<file path="src/rtl/muldiv_sequencer.sv">
// Iterative MUL/DIV/REM unit: radix-2 shift-add multiply and restoring divide, one bit per cycle.
// Optional MULDIV_EARLY_OUT_EN: trivial cases (zero operand, divide by zero, overflow) finish from PREP.
module muldiv_sequencer #(
   parameter int XLEN  = 32,
   parameter int CNT_W = 6
) (
   input  logic            clk,
   input  logic            rst_n,
   input  logic            start_i,
   input  logic [3:0]      op_i,
   input  logic [XLEN-1:0] rs1_i,
   input  logic [XLEN-1:0] rs2_i,
   input  logic            flush_i,
   output logic            busy_o,
   output logic            done_o,
   output logic [XLEN-1:0] result_o
);

   localparam logic [3:0]      OP_MUL  = 4'b1001;
   localparam logic [3:0]      OP_DIV  = 4'b1010;
   localparam logic [3:0]      OP_REM  = 4'b1011;
   localparam logic [XLEN-1:0] MIN_NEG = {1'b1, {(XLEN-1){1'b0}}};

   typedef enum logic [2:0] {S_IDLE, S_PREP, S_CALC, S_FIX, S_DONE} state_t;

   state_t            r_state;
   state_t            w_next;
   logic [3:0]        r_op;
   logic [XLEN-1:0]   r_rs1;
   logic [XLEN-1:0]   r_rs2;
   logic [XLEN-1:0]   r_bmag;
   logic [XLEN-1:0]   r_quo;
   logic [XLEN-1:0]   r_rem;
   logic [XLEN-1:0]   r_result;
   logic [2*XLEN-1:0] r_prod;
   logic              r_neg_a;
   logic              r_neg_b;
   logic [CNT_W-1:0]  r_cnt;

   logic              w_op_valid;
   logic              w_accept;
   logic              w_last;
   logic              w_special;
   logic [XLEN-1:0]   w_special_val;
   logic [XLEN-1:0]   w_final;
   logic [XLEN-1:0]   w_abs1;
   logic [XLEN-1:0]   w_abs2;
   logic [XLEN-1:0]   w_rem_next;
   logic [XLEN:0]     w_sum;
   logic [XLEN:0]     w_shift;
   logic [XLEN:0]     w_diff;

   assign w_op_valid = (op_i == OP_MUL) || (op_i == OP_DIV) || (op_i == OP_REM);
   assign w_accept   = start_i && w_op_valid && !flush_i &&
                       ((r_state == S_IDLE) || (r_state == S_DONE));
   assign w_last     = (r_cnt == CNT_W'(XLEN - 1));
   assign w_abs1     = r_rs1[XLEN-1] ? -r_rs1 : r_rs1;
   assign w_abs2     = r_rs2[XLEN-1] ? -r_rs2 : r_rs2;

   // Multiply: add multiplicand into the upper half when the low bit is set, then shift right.
   assign w_sum      = {1'b0, r_prod[2*XLEN-1:XLEN]} + (r_prod[0] ? {1'b0, r_bmag} : '0);

   // Restoring divide: w_shift is the XLEN+1-bit partial remainder; a set sign bit means restore.
   assign w_shift    = {r_rem, r_quo[XLEN-1]};
   assign w_diff     = w_shift - {1'b0, r_bmag};
   assign w_rem_next = w_diff[XLEN] ? w_shift[XLEN-1:0] : w_diff[XLEN-1:0];

   always_comb begin
      w_special     = 1'b0;
      w_special_val = '0;
      case (r_op)
         OP_MUL: w_special = (r_rs1 == '0) || (r_rs2 == '0);
         OP_DIV: begin
            if (r_rs2 == '0) begin
               w_special     = 1'b1;
               w_special_val = '1;
            end else if ((r_rs1 == MIN_NEG) && (r_rs2 == '1)) begin
               w_special     = 1'b1;
               w_special_val = MIN_NEG;
            end
         end
         OP_REM: begin
            if (r_rs2 == '0) begin
               w_special     = 1'b1;
               w_special_val = r_rs1;
            end else if ((r_rs1 == MIN_NEG) && (r_rs2 == '1)) begin
               w_special     = 1'b1;
               w_special_val = '0;
            end
         end
         default: ;
      endcase
   end

   always_comb begin
      w_final = '0;
      if (w_special) begin
         w_final = w_special_val;
      end else begin
         case (r_op)
            OP_MUL:  w_final = (r_neg_a ^ r_neg_b) ? -r_prod[XLEN-1:0] : r_prod[XLEN-1:0];
            OP_DIV:  w_final = (r_neg_a ^ r_neg_b) ? -r_quo : r_quo;
            OP_REM:  w_final = r_neg_a ? -r_rem : r_rem;
            default: w_final = '0;
         endcase
      end
   end

   always_ff @(posedge clk or negedge rst_n) begin
      if (!rst_n) begin
         r_state <= S_IDLE;
      end else begin
         r_state <= w_next;
      end
   end

   always_comb begin
      w_next = r_state;
      case (r_state)
         S_IDLE: if (w_accept) w_next = S_PREP;
         S_PREP: begin
`ifdef MULDIV_EARLY_OUT_EN
            w_next = w_special ? S_DONE : S_CALC;
`else
            w_next = S_CALC;
`endif
         end
         S_CALC:  if (w_last) w_next = S_FIX;
         S_FIX:   w_next = S_DONE;
         S_DONE:  w_next = w_accept ? S_PREP : S_IDLE;
         default: w_next = S_IDLE;
      endcase
      if (flush_i) w_next = S_IDLE;
   end

   always_ff @(posedge clk or negedge rst_n) begin
      if (!rst_n) begin
         r_op     <= '0;
         r_rs1    <= '0;
         r_rs2    <= '0;
         r_bmag   <= '0;
         r_quo    <= '0;
         r_rem    <= '0;
         r_prod   <= '0;
         r_neg_a  <= 1'b0;
         r_neg_b  <= 1'b0;
         r_cnt    <= '0;
         r_result <= '0;
      end else begin
         if (w_accept) begin
            r_op  <= op_i;
            r_rs1 <= rs1_i;
            r_rs2 <= rs2_i;
         end
         case (r_state)
            S_PREP: begin
               r_neg_a <= r_rs1[XLEN-1];
               r_neg_b <= r_rs2[XLEN-1];
               r_cnt   <= '0;
               r_rem   <= '0;
               if (r_op == OP_MUL) begin
                  r_bmag <= w_abs1;
                  r_prod <= {{XLEN{1'b0}}, w_abs2};
               end else begin
                  r_bmag <= w_abs2;
                  r_quo  <= w_abs1;
               end
            end
            S_CALC: begin
               r_cnt <= r_cnt + 1'b1;
               if (r_op == OP_MUL) begin
                  r_prod <= {w_sum, r_prod[XLEN-1:1]};
               end else begin
                  r_rem <= w_rem_next;
                  r_quo <= {r_quo[XLEN-2:0], ~w_diff[XLEN]};
               end
            end
            default: ;
         endcase
         // A flush redirects w_next to IDLE, so an aborted op never reaches result_o.
         if ((r_state != S_DONE) && (w_next == S_DONE)) r_result <= w_final;
      end
   end

   assign busy_o   = (r_state == S_PREP) || (r_state == S_CALC) || (r_state == S_FIX);
   assign done_o   = (r_state == S_DONE);
   assign result_o = r_result;

endmodule

</file>
<file path="config.mk">
export PLATFORM = sky130hd
export DESIGN_NAME = muldiv_sequencer
export DESIGN_NICKNAME = d
export VERILOG_FILES = /design/src/rtl/muldiv_sequencer.sv
export SDC_FILE = /design/constraint.sdc
export NUM_CORES = 1
export LEC_CHECK = 0
export ABC_CLOCK_PERIOD_IN_PS = 3700
export CAP_MARGIN = 5
export CORE_ASPECT_RATIO = 2
export CORE_MARGIN = 5
export CORE_UTILIZATION = 50
export DETAILED_ROUTE_END_ITERATION = 10
export PLACE_DENSITY = 0.72
export SLEW_MARGIN = 15
export SYNTH_ARGS = -nofsm -noshare
export SYNTH_HDL_FRONTEND = slang
export SYNTH_SLANG_ARGS = --single-unit
</file>
<file path="constraint.sdc">
create_clock -name clk -period 3.7 [get_ports clk]
set_clock_uncertainty 0.2 [all_clocks]
set_input_delay 0.74 -clock clk [delete_from_list [all_inputs] [get_ports clk]]
set_output_delay 0.74 -clock clk [all_outputs]
set_load 0.1 [all_outputs]
</file>
# After elaboration in Yosys (flattened, before gate mapping)
# Index checks and enable logic that the tools add are counted.
# totals
regBits	271
latch_bits	0
mem_bits_rw	0
mem_bits_ro	0
inputBits	72
elab_cells	92
n_memories	0
# op_classes
n_addsub	8
n_mul	0
div_mod_pow	0
magnitude_cmp	0
eq_ne	19
n_shift	0
mux	31
n_bitwise	2
n_reduce_logical	20
# ops
operator	count
32-bit 2-to-1 mux	15
32-bit one-hot mux with 2 select lines	3
32-bit negator	5
64-bit 2-to-1 mux	2
64-bit one-hot mux with 2 select lines	1
32-bit one-hot mux with 3 select lines	1
32-bit == test (second input constant)	2
32-bit logical NOT	2
32-bit by 32-bit adder with 33-bit output	1
33-bit by 32-bit subtractor with 33-bit output	1
4-bit == test (second input constant)	6
3-bit one-hot mux with 5 select lines	1
6-bit one-hot mux with 2 select lines	1
3-bit 2-to-1 mux	3
2-bit != test (second input constant)	4
6-bit by 1-bit adder with 6-bit output (second input constant)	1
3-bit by 2-bit == test with 1-bit output (second input constant)	2
3-bit == test (second input constant)	2
6-bit by 5-bit == test with 1-bit output (second input constant)	1
1-bit logical OR	6
3-bit AND reduction	2
1-bit logical AND	5
3-bit by 1-bit == test with 1-bit output (second input constant)	1
3-bit logical NOT	1
other kinds (9)	11

# Logic depth before layout (Yosys ltp)
# Gate-level depths: netlist (run 1).
# logic_depth
depth_word	11
ltp_mapped	14

# Worst setup path after synthesis (run 1)
# No wires, ideal clock.
# synth_path
path_kind	flip-flop to flip-flop
start	reg r_prod[0]
end	reg r_prod[59]
setup_time_ns	0.121
arrival_time_ns	3.157
t_required_ns	3.379
setup_slack_ns	0.222
path_stages_with_launch	15
n_path_buf	2
period_less_slack_ns	3.478
cell_sequence	dfrtp_1 clkbuf_1 inv_1 clkbuf_1 nor2_1 ha_1 nand3_1 or2_0 a211oi_1 o2111ai_1 a311o_1 o31ai_1 a21oi_1 xnor2_1 a22o_1
# synth_between
elab_chain_len	4
# synth_lines
item	line_no	text
start, declared	35	logic [2*XLEN-1:0] r_prod;
start signal, assigned	163	r_prod <= {{XLEN{1'b0}}, w_abs2};
start signal, assigned	172	r_prod <= {w_sum, r_prod[XLEN-1:1]};
32-bit 2-to-1 mux	61	assign w_sum = {1'b0, r_prod[2*XLEN-1:XLEN]} + (r_prod[0] ? {1'b0, r_bmag} : '0);
32-bit by 32-bit adder with 33-bit output	61	
64-bit 2-to-1 mux	171	if (r_op == OP_MUL) begin
64-bit one-hot mux with 2 select lines	155	case (r_state)
# No other way between the ends. The select of a mux whose other input is x is not followed.
# A chain may end at the register's enable or synchronous reset.

# Final worst setup path (run 1)
# layout_path
start	reg r_prod[0]
end	reg r_prod[57]
# Same word-level chain as after synthesis.

==> results of run 1 <==
power by group:
part	switching (mW)	internal [mW]	total [mW]	leakage, nW
combinational	5.91	3.98	9.89	5.58
sequential	1.20	3.73	4.93	3.55
clock	1.28	1.98	3.25	0.497
total	8.39	9.69	18.1	9.62
worst max-delay path: stages (launching register included):
cell and delay (ns):
dfrtp_1 0.38, and2_1 0.14, ha_1 0.16, inv_1 0.06, fa_1 0.39, nor2b_1 0.21
o31ai_2 0.14, a211oi_2 0.38, o2111ai_1 0.22, a311o_1 0.43, o21ai_2 0.21, a41oi_1 0.16
xnor2_1 0.15, a22o_1 0.19
layer usage:
layer	vias to the layer above	share of wire, %
li1	8209	-
met1	8574	35
met2	684	52
met3	219	5.3
met4	0	7.5
met5	-	0
layout make-up:
type                    instances  share of cell area (%)
multi-input cells            1749                    52.3
flip-flops and latches        271                    30.8
repair buffers                203                    8.63
clock buffers                  37                    3.57
well taps                     463                    2.63
clock inverters                12                    1.12
inverters                      59                    1.01
worst max-delay path by stage:
stage / startpoint / end / slack, ns
after floorplan: r_prod[0] / r_prod[59] / 0.22
after global placement: r_bmag[0] / r_rem[11] / -0.06
after detailed placement: r_bmag[0] / r_rem[11] / -0.10
after CTS: r_prod[0] / r_prod[57] / 0.005
after global routing: r_rem[13] / r_rem[2] / -0.04
final: r_prod[0] / r_prod[57] / 0.19
cells by family after synthesis:
kind of cell | synth area share, %
AND/OR/NAND/NOR | 17.8
AO/OA/AOI/OAI | 23.2
flip-flops | 35.8
XOR/XNOR | 9.39
buffers and inverters | 4.13
multiplexers | 4.82
adder cells (fa/ha/maj) | 4.90
flip-flops by register name, indices dropped and copies added, names as in the netlist:
signal    cells
r_cnt         6
r_neg_a       1
r_state       3
r_op          4
r_rem        32
result_o     32
r_bmag       32
r_prod       64
r_neg_b       1
r_rs1        32
r_rs2        32
r_quo        32
synthesized netlist by cell type (28+ instances only):
master,number
o31ai_1,40
mux2_2,66
clkbuf_1,108
a21oi_1,149
o21a_1,28
nor2_1,198
nor3_1,29
nand2_1,218
xor2_1,105
xnor2_1,98
nand3_1,92
dfrtp_1,271
inv_1,57
nand2b_1,28
ha_1,71
o211ai_1,31
o21ai_0,222
stage by stage:
stage | hold slack [ns] | setup TNS, ns
after global placement | 0.266 | -0.0585
after global routing | 0.308 | -0.0566
after floorplan | 0.244 | 0
after CTS | 0.293 | 0
final | 0.287 | 0
after detailed placement | 0.273 | -0.345
timing repair:
action	4_1_cts	5_1_grt
endpoints found under the setup margin	10	26
buffers inserted	0	1
pin swaps	0	4
resized for setup	2	14
hold endpoints to repair	68	0
hold buffers	1	0
==> flow_summary.toml, run 1 <==
[synth]
ys_seq_area_share_pct = 35.8
synthCells = 2216
synthArstFlopShare_pct = 100
synth_area_leader_cell = "dfrtp_1"
ys_types = 85
syn_area_per_cell_um2 = 8.55
yosys_most_used_dff = "dfrtp_1"
syn_nets = 2361
ys_top_cells_by_area = "dfrtp_1 (36%), o21ai_0 (5.9%), xor2_1 (4.9%), ha_1 (4.7%), xnor2_1 (4.5%)"
yosys.area.top_type_share_pct = 35.8
ys_ff_latch = 271
ys_warn_count = 0
syn-cell-area_um2 = 18900
synth_edf_count = 0

[cells_and_area]
multi_input_comb_area_um2 = 11500
fillCellCount = 3370
diodes = 0
synthToLayoutAreaGrowth_pct = 16.3
drive_gt1_share_pct = 12.2
fin_cells = 2794
final_cell_mix = "dfrtp_1 (271), o21ai_0 (221), nand2_1 (216)"
register_area_um2 = 6780
final_nets = 2457
final_cell_area_um2 = 22000
fin_util_pct = 58.3
final_common_cell = "dfrtp_1"

[cts]
cts.sinks = 271
cts_inserted_buffers = 28
cts_root_buf = "clkbuf_16"
path_clk_slew_ns = 0.06
cts_max_level = 1
cts_tree = "yes"
clk_latency_ns = 0.58
cts.path.max_buffers = 3

[global_route]
antenna_found_initial = 0
grt.total_usage_pct = 29.6
grt_busiest_layer = "met2"
first_global_vias = 18022
grtUsageMet3_pct = 4.02
use_met2_pct = 53.2
met1_usage_pct = 32.1
grt_max_degree = 86
grt_pass1_wl_um = 99800
grt-ovfl-total = 0

[worst_hold_path]
hold_class = "reg -> reg"
min_path_cells = 1
holdPathEnd = "result_o[11]"
hold_path.startpoint = "result_o[11]"

[timing]
finalCritPeriodShare_pct = 94.9
setup_violations = 0
fmax_mhz = 285
worst_slew_pin_slew_ns = 0.971
relSlewSlack_pct = 35.1
slew_violations = 0
rsz0062_at_grt = "true"
worst_slack_ns = 0.189
hold_violations = 0
fin_crit_ns = 3.51

[die]
dieHeight_um = 285
pin_count = 106
initial_core_util_pct = 50.1
rows = 101
core_area_um2 = 37800
dieWidth_um = 148
die_area_um2 = 42100

[worst_setup_path]
required_ns = 3.97
critPathKind = "reg -> reg"
regToRegSetupSlack_ns = 0.19
r2r-start = "r_prod[0]"
cp_max_fo = 5
cp-start-kind = "flop"
crit_arrival_ns = 3.78
worst_setup_path_end_kind = "flop"
reg2regPathDepth = 13
worstReg2RegEnd = "r_prod[57]"

[route]
wl_per_cell_um = 22.6
vias = 17686
route.detailed.drc = 0
ant_nets = 0
avgViaCountPerCell = 6.33
dr.pass1.iters = 7
wl_um = 63100
drtIter0Drc = 1263

[job]
maxCapViolCount = 0

[power_and_ir_drop]
cellPowerDensity_nw_per_um2 = 821
leakage_nw = 9.62
peakVddDrop_uv = 388
power.total_mw = 18.1

[placed_design]
place_ws_ns = -0.103
dpl_cell_area_um2 = 20900
place_hpwl_um = 47900
portBuffers = 105
gp_congestion = 0.943
dp.cells = 2743

[status]
status = "finished clean"
Power figures use the tool's default switching activity.
==> inputs of run 2 (changes only) <==
--- a/config.mk
+++ b/config.mk
@@ -12,6 +12,7 @@
 export CORE_UTILIZATION = 50
 export DETAILED_ROUTE_END_ITERATION = 10
 export PLACE_DENSITY = 0.72
+export SKIP_CTS_REPAIR_TIMING = 1
 export SLEW_MARGIN = 15
 export SYNTH_ARGS = -nofsm -noshare
 export SYNTH_HDL_FRONTEND = slang
==> run 2 against run 1 <==
  * Cell area is essentially flat
  * Clock-buffer cell count is the same
  * Cell count is essentially flat
  * Highest routed layer unchanged
==> flow_summary.toml, run 2 (synthesis gave the netlist of run 1 again) <==
[status]
status = "finished clean"

[placed_design]
gp_congestion = 0.943
portBuffers = 105
dpl_cell_area_um2 = 20900
dp.cells = 2743
place_hpwl_um = 47900

[cts]
cts.path.max_buffers = 3
clk_latency_ns = 0.58
cts.sinks = 271
path_clk_slew_ns = 0.07
cts_max_level = 1
cts_inserted_buffers = 28
cts_root_buf = "clkbuf_16"
cts_tree = "yes"

[die]
core_area_um2 = 37800
pin_count = 106
die_area_um2 = 42100
initial_core_util_pct = 50.1
rows = 101
dieHeight_um = 285
dieWidth_um = 148

[power_and_ir_drop]
pwr-share-clk_pct = 18.0
leakage_nw = 9.62
switching_share_pct = 46.4
p_comb_share_pct = 54.7
switching_power_mw = 8.38
p_int_mw = 9.68
cellPowerDensity_nw_per_um2 = 820
peakVddDrop_uv = 382
p_seq_share_pct = 27.3

[timing]
fin_crit_ns = 3.58
fmax_mhz = 280
hold_violations = 0
setup_violations = 0
worst_slew_pin_slew_ns = 0.972
finalCritPeriodShare_pct = 96.7
relSlewSlack_pct = 35.0
slew_violations = 0

[cells_and_area]
drive_gt1_share_pct = 12.3
final_nets = 2458
diodes = 0
largest_reg_flops = 64
synthToLayoutAreaGrowth_pct = 16.3
final_cell_area_um2 = 22000
final_cell_mix = "dfrtp_1 (271), o21ai_0 (221), nand2_1 (215)"
fin_cells = 2795
largest_register = "r_prod"
fin_util_pct = 58.3
final_common_cell = "dfrtp_1"

[worst_setup_path]
crit_arrival_ns = 3.87
cp-start-kind = "flop"
worstReg2RegEnd = "r_rem[11]"
critPathKind = "reg -> reg"
r2r-start = "r_rem[17]"
regToRegSetupSlack_ns = 0.12
required_ns = 4.00
reg2regPathDepth = 11
worst_setup_path_end_kind = "flop"
cp_max_fo = 32

[route]
avgViaCountPerCell = 6.34
dr.pass1.iters = 6
route.detailed.drc = 0
wl_per_cell_um = 22.6
ant_nets = 0
wl_um = 63100
vias = 17730
drtIter0Drc = 1246

[global_route]
grt.total_usage_pct = 29.6
antenna_found_initial = 0
first_global_vias = 17992
grt-ovfl-total = 0
grt_pass1_wl_um = 99600
grt_max_degree = 86

[job]
maxCapViolCount = 0

[worst_hold_path]
min_path_cells = 1
hold_class = "reg -> reg"
holdPathEnd = "result_o[11]"
hold_path.startpoint = "result_o[11]"
==> run 2: cell types whose count changed in the layout (fill, tap and decap cells not counted), sizes merged <==
cell,before,now
buf,117,118
==> run 2: worst max path at each step <==
stage                          from    endpoint  depth (start not counted)
after floorplan           r_prod[0]  r_prod[59]                         14
after global placement    r_bmag[0]   r_rem[11]                         13
after detailed placement  r_bmag[0]   r_rem[11]                         13
after CTS                 r_bmag[0]   r_rem[11]                         13
after global routing      r_prod[0]  r_prod[59]                         13
final                     r_rem[17]   r_rem[11]                         11
==> run 2: worst max-delay path, stage by stage, from the launching register on <==
cell      delay [ns]
dfrtp_1         0.46
ha_2            0.42
nand4_1         0.20
or4_4           0.59
o41ai_4         0.35
buf_4           0.19
o21ai_0         0.10
nand2_2         0.17
xnor2_4         0.14
buf_12          0.21
or3_1           0.36
o211ai_1        0.09
==> run 2: cell type report <==
class | count | area [um^2]
fill | 3368 | 15800
multi-input combinational | 1749 | 11500
sequential | 271 | 6780
timing repair buffer | 204 | 1910
clock buffer | 37 | 786
tap | 463 | 579
clock inverter | 12 | 248
inverter | 59 | 221
==> run 2: metal layers <==
| layer | track usage, % | up-vias | wire, um |
|---|---|---|---|
| li1 | - | 8220 | - |
| met1 | 32.0 | 8611 | 22400 |
| met2 | 53.1 | 683 | 32700 |
| met3 | 4.04 | 216 | 3180 |
| met4 | 19.4 | 0 | 4790 |
| met5 | 0 | - | 0 |
==> run 2: through the flow <==
stage | setup WS [ns] | total power, mW | setup TNS, ns | hold WS (ns)
floorplan | 0.222 | 11.3 | 0 | 0.244
global placement | -0.0585 | 14.3 | -0.0585 | 0.266
detailed placement | -0.103 | 14.5 | -0.345 | 0.273
CTS | -0.114 | 17.8 | -0.466 | -0.0291
global route | -0.0173 | 19.2 | -0.0349 | 0.308
finish | 0.123 | 18.1 | 0 | 0.287
==> run 2: power groups by stage <==
stage               Clock [mW]  Combinational, mW  Sequential (mW)
floorplan                    0               6.71             4.55
global placement             0               9.43             4.89
detailed placement           0               9.59             4.92
CTS                       3.30               9.63             4.87
global route              3.41               10.8             5.03
finish                    3.25               9.87             4.93
